===== src/rtl/quarter_sine_reader.sv =====
// Quarter-wave sine reader: folds acc+phase_ofs onto a 2**ADDR_WIDTH quarter table and sign-corrects the ROM word.
// Define QSINE_COS_EN to add cos_out (a quarter turn ahead); the ROM port is then time-shared for a 3-cycle busy window.
module quarter_sine_reader #(
    parameter int PHASE_WIDTH = 32,
    parameter int ADDR_WIDTH  = 9,
    parameter int DATA_WIDTH  = 16
) (
    input  logic                   clk,
    input  logic                   reset,
    input  logic [PHASE_WIDTH-1:0] phase_inc,
    input  logic [PHASE_WIDTH-1:0] phase_ofs,
    input  logic                   sample_req,
    output logic [ADDR_WIDTH-1:0]  rom_addr,
    input  logic [DATA_WIDTH-1:0]  rom_q,
    output logic [DATA_WIDTH:0]    sample_out,
    output logic                   sample_valid,
    output logic                   busy,
    output logic                   overrun
`ifdef QSINE_COS_EN
    ,
    output logic [DATA_WIDTH:0]    cos_out
`endif
);
    localparam int LO_W  = PHASE_WIDTH - ADDR_WIDTH - 2;
    localparam int TOP_W = ADDR_WIDTH + 2;

    typedef enum logic [1:0] {
        S_IDLE,
`ifdef QSINE_COS_EN
        S_ISSUE2,
`endif
        S_WAIT,
        S_CAPT
    } state_t;

    state_t                  state_q, state_d;
    logic [PHASE_WIDTH-1:0]  acc_q, acc_d;
    logic [ADDR_WIDTH-1:0]   rom_addr_q, rom_addr_d;
    logic                    neg_q, neg_d;
    logic [DATA_WIDTH:0]     sample_q, sample_d;
    logic                    valid_q, valid_d;
    logic                    overrun_q, overrun_d;

    logic                    lo_carry;
    logic [TOP_W-1:0]        p_top;
    logic [ADDR_WIDTH-1:0]   sin_addr;
    logic                    sin_neg;

`ifdef QSINE_COS_EN
    localparam logic [TOP_W-1:0] QUARTER = {2'b01, {ADDR_WIDTH{1'b0}}};
    logic [ADDR_WIDTH-1:0]   cos_addr_q, cos_addr_d;
    logic                    cos_neg_q, cos_neg_d;
    logic [DATA_WIDTH-1:0]   sin_word_q, sin_word_d;
    logic [DATA_WIDTH:0]     cos_q, cos_d;
    logic [TOP_W-1:0]        cos_top;
    logic [ADDR_WIDTH-1:0]   cos_addr;
`endif

    // Only the quadrant/index field of acc+ofs matters; the truncated low bits contribute just their carry.
    generate
        if (LO_W > 0) begin : g_lo
            assign lo_carry = acc_q[LO_W-1:0] > ~phase_ofs[LO_W-1:0];
        end else begin : g_nolo
            assign lo_carry = 1'b0;
        end
    endgenerate

    assign p_top    = acc_q[PHASE_WIDTH-1 -: TOP_W] + phase_ofs[PHASE_WIDTH-1 -: TOP_W]
                    + {{(TOP_W-1){1'b0}}, lo_carry};
    assign sin_addr = p_top[ADDR_WIDTH] ? ~p_top[ADDR_WIDTH-1:0] : p_top[ADDR_WIDTH-1:0];
    assign sin_neg  = p_top[TOP_W-1];

`ifdef QSINE_COS_EN
    assign cos_top  = p_top + QUARTER;
    assign cos_addr = cos_top[ADDR_WIDTH] ? ~cos_top[ADDR_WIDTH-1:0] : cos_top[ADDR_WIDTH-1:0];
`endif

    function automatic logic [DATA_WIDTH:0] apply_sign(input logic neg, input logic [DATA_WIDTH-1:0] mag);
        return neg ? -{1'b0, mag} : {1'b0, mag};
    endfunction

    always_comb begin
        state_d    = state_q;
        acc_d      = acc_q;
        rom_addr_d = rom_addr_q;
        neg_d      = neg_q;
        sample_d   = sample_q;
        valid_d    = 1'b0;
        overrun_d  = 1'b0;
`ifdef QSINE_COS_EN
        cos_addr_d = cos_addr_q;
        cos_neg_d  = cos_neg_q;
        sin_word_d = sin_word_q;
        cos_d      = cos_q;
`endif
        case (state_q)
            S_IDLE: begin
                if (sample_req) begin
                    acc_d      = acc_q + phase_inc;
                    rom_addr_d = sin_addr;
                    neg_d      = sin_neg;
`ifdef QSINE_COS_EN
                    cos_addr_d = cos_addr;
                    cos_neg_d  = cos_top[TOP_W-1];
                    state_d    = S_ISSUE2;
`else
                    state_d    = S_WAIT;
`endif
                end
            end
`ifdef QSINE_COS_EN
            S_ISSUE2: begin
                rom_addr_d = cos_addr_q;
                state_d    = S_WAIT;
            end
`endif
            S_WAIT: begin
`ifdef QSINE_COS_EN
                sin_word_d = rom_q;
`endif
                state_d = S_CAPT;
            end
            S_CAPT: begin
`ifdef QSINE_COS_EN
                sample_d = apply_sign(neg_q, sin_word_q);
                cos_d    = apply_sign(cos_neg_q, rom_q);
`else
                sample_d = apply_sign(neg_q, rom_q);
`endif
                valid_d  = 1'b1;
                state_d  = S_IDLE;
            end
            default: state_d = S_IDLE;
        endcase
        // Requests while busy are dropped, not queued.
        if (state_q != S_IDLE && sample_req) begin
            overrun_d = 1'b1;
        end
    end

    always_ff @(posedge clk or posedge reset) begin
        if (reset) begin
            state_q    <= S_IDLE;
            acc_q      <= '0;
            rom_addr_q <= '0;
            neg_q      <= 1'b0;
            sample_q   <= '0;
            valid_q    <= 1'b0;
            overrun_q  <= 1'b0;
`ifdef QSINE_COS_EN
            cos_addr_q <= '0;
            cos_neg_q  <= 1'b0;
            sin_word_q <= '0;
            cos_q      <= '0;
`endif
        end else begin
            state_q    <= state_d;
            acc_q      <= acc_d;
            rom_addr_q <= rom_addr_d;
            neg_q      <= neg_d;
            sample_q   <= sample_d;
            valid_q    <= valid_d;
            overrun_q  <= overrun_d;
`ifdef QSINE_COS_EN
            cos_addr_q <= cos_addr_d;
            cos_neg_q  <= cos_neg_d;
            sin_word_q <= sin_word_d;
            cos_q      <= cos_d;
`endif
        end
    end

    assign rom_addr     = rom_addr_q;
    assign sample_out   = sample_q;
    assign sample_valid = valid_q;
    assign busy         = (state_q != S_IDLE);
    assign overrun      = overrun_q;
`ifdef QSINE_COS_EN
    assign cos_out      = cos_q;
`endif

endmodule

===== config.mk =====
export PLATFORM = sky130hd
export DESIGN_NAME = quarter_sine_reader
export DESIGN_NICKNAME = d
export VERILOG_FILES = /design/src/rtl/quarter_sine_reader.sv
export SDC_FILE = /design/constraint.sdc
export NUM_CORES = 1
export LEC_CHECK = 0
export ABC_AREA = 1
export BUFFER_PORTS_ARGS = -buffer_cell sky130_fd_sc_hd__buf_4
export CAP_MARGIN = 20
export CELL_PAD_IN_SITES_DETAIL_PLACEMENT = 0
export CELL_PAD_IN_SITES_GLOBAL_PLACEMENT = 1
export CORE_UTILIZATION = 40
export DETAILED_ROUTE_END_ITERATION = 8
export PLACE_DENSITY = 0.92
export SYNTH_ARGS = -nofsm -noshare
export SYNTH_HDL_FRONTEND = slang
export SYNTH_SLANG_ARGS = --single-unit

===== constraint.sdc =====
create_clock -name clk -period 3.21 [get_ports clk]
set_clock_uncertainty 0.1 [all_clocks]
set_input_delay 0.642 -clock clk [delete_from_list [all_inputs] [get_ports clk]]
set_output_delay 0.642 -clock clk [all_outputs]
set_load 0.01 [all_outputs]

==> out/results.ini <==
[sta]
finalCriticalPeriod_ns = 3.07
tightest_slew_ns = 0.777
finalSetupTns_ns = 0
clock.fmax_mhz = 326
fin_crit_sh_pct = 95.7
fin_hold_ws_ns = 0.350
finalHoldViolations = 0
maxSlewHeadroom_pct = 48.1
setup_viol = 0
maxSlewViolCount = 0
rsz0062_at_grt = yes

[synth]
ys_seq_elements = 63
synth_area_leaders = dfrtp_1, nand2_1, ha_1, inv_1, nand3_1
yosys.area.top_type = dfrtp_1
syn_area_per_cell_um2 = 6.27
synth-edff-count = 0
async_reset_ff_share_pct = 100
synthesis.nets = 1128
ys_warn_count = 0
synthCells = 980
synth_top_area_share_pct = 25.7
netlist_area_um2 = 6150
seq_area_frac_synth_pct = 25.7
synth-main-ff-cell = dfrtp_1
synth.distinct_cells = 35

[power]
p_leak_nw = 4.51
p_per_area_nw_per_um2 = 927
ir_drop_uv = 415

[layout]
layout_common_cells = nand2_1, inv_1, buf_4
fillers = 1537
nets = 1268
area.sequential_um2 = 1580
multi_input_area_um2 = 4040
num_antenna_cells = 0
drive_above_1_share_pct = 18.0
area_delta_synth_final_pct = 27.4
layout_commonest_cell = nand2_1

[setup_path]
crit_family = adder cells
crit_path_end_kind = register
crit_required_ns = 3.34
path_cells = buf_4, ha_1, a21oi_1, o221ai_2, nand2_1, nand3_1, o21ai_1, buf_4, inv_2, fa_2, fa_2, nand2_2, nand2_2, nand4_1, nand3_1, nand2_1, nand3_1, nand3_1, nand2_1
startpoint_type = input pin
critical_path_depth = 19
slowest_delay_ns = 0.36
cp_num_buf_inv = 3
criticalPathCategory = input pin to register
r2r_cells = 18
cp_common_cell = nand3_1
slowest_stage = fa_2
crit_arrival_ns = 3.20
crit_fanout = 3

[route]
wl_per_cell_um = 13.0
drt_first_pass_iters = 5
drt-total-wl_um = 17000
final_antenna_net_count = 0
drtIter0Drc = 283
avgViaCountPerCell = 4.79
detailroute.via_count = 6270
remaining_drc_errors = 0

[clock_network]
clk_latency_ns = 0.34
cts_tree = done
cts_root_buf = clkbuf_16
cts_hold_buffers = 0
h-tree-depth = 3
clkSlewWorstSetupHoldPaths_ns = 0.06
numCtsBuffers = 9
clk_path_buf_depth = 2
clkSinkCount = 63

[floorplan]
die_width_um = 126
die_h_um = 126
io_pins = 112
initial_utilization_pct = 41.7
dieArea_um2 = 15900
row_count = 44
core-area_um2 = 14800

[global_route]
grt_pass1_vias = 5793
overflow = 0
antenna_found_initial = 0
grt_pass1_wl_um = 28100
grt_use_total_pct = 22.2
grt_max_degree = 34

[hold_path]
holdCritPathClass = input pin to asynchronous set/reset pin

[place]
globalplace.congestion = 0.899
io_buffers = 111
dp_hpwl_um = 13700

[outcome]
status = completed

[flow_run]
maxCapViolations = 0

[metal layers]
| layer | track usage (%) | vias to the layer above | wire [um] |
|---|---|---|---|
| met5 | 0 | - | 0 |
| met4 | 4.32 | 0 | 126 |
| met3 | 3.87 | 9 | 695 |
| met2 | 37.1 | 123 | 8080 |
| met1 | 30.1 | 2783 | 8140 |
| li1 | - | 3355 | - |
[where the power goes]
group | internal [mW] | switching, mW | leakage (nW)
Sequential | 1.17 | 0.323 | 0.774
Clock | 0.602 | 0.404 | 0.145
Combinational | 2.00 | 2.77 | 3.59
[final timing paths]
check	startpoint	endpoint	slack, ns
worst min register to register	state_q[1]$_DFFE_PP0P_	state_q[1]$_DFFE_PP0P_	0.36
worst min-delay path	reset	acc_q[0]$_DFFE_PP0P_	0.35
min in group clk	state_q[1]$_DFFE_PP0P_	state_q[1]$_DFFE_PP0P_	0.36
max in group asynchronous	reset	acc_q[20]$_DFFE_PP0P_	1.91
worst max register to register	acc_q[4]$_DFFE_PP0P_	rom_addr[8]$_DFFE_PP0P_	0.17
worst max-delay path	phase_ofs[4]	rom_addr[8]$_DFFE_PP0P_	0.14
[cell usage after synthesis, types with 10 or more instances]
cell type / instances
dfrtp_1: 63
nand2_1: 379
nand3b_1: 10
nand4_1: 10
xor2_1: 11
nor2_1: 64
ha_1: 62
inv_1: 159
nand3_1: 77
o21ai_1: 17
xnor2_1: 16
a21oi_1: 37
o21ai_0: 22
[registers in the layout, indices dropped and copies added, names as in the netlist]
name          cells
rom_addr          9
acc_q            32
sample_out       17
state_q           2
overrun           1
neg_q             1
sample_valid      1
[repair_timing]
item,4_1_cts,5_1_grt
gates resized for setup,2,27
endpoints found under the setup margin,4,10
pin swaps,1,5
buffers inserted,0,3
hold endpoints to repair,0,0
[cells by family after synthesis]
| group | synth area share, % |
|---|---|
| adder cells (fa/ha/maj) | 13.6 |
| AO/OA/AOI/OAI | 7.65 |
| XOR/XNOR | 3.85 |
| buffers and inverters | 10.9 |
| AND/OR/NAND/NOR | 38.4 |
| flip-flops | 25.7 |
[layout make-up]
type,instances,share of cell area (%)
clock buffer,9,2.88
clock inverter,7,0.943
inverter,164,7.86
multi-input combinational,741,51.6
sequential,63,20.1
tap,184,2.94
timing repair buffer,141,13.7
[stage by stage]
stage,total power [mW],utilization (%),area (um2),cells,worst slack [ns]
CTS,7.13,52.0,7670,1306,0.0489
floorplan,4.62,-,6150,980,0.0896
detailed placement,6.08,50.0,7370,1290,-0.386
global route,8.05,53.1,7830,1309,-0.0442
global placement,6.01,50.0,7370,1290,-0.324
finish,7.26,53.1,7830,1309,0.139
Power figures use the tool's default switching activity.
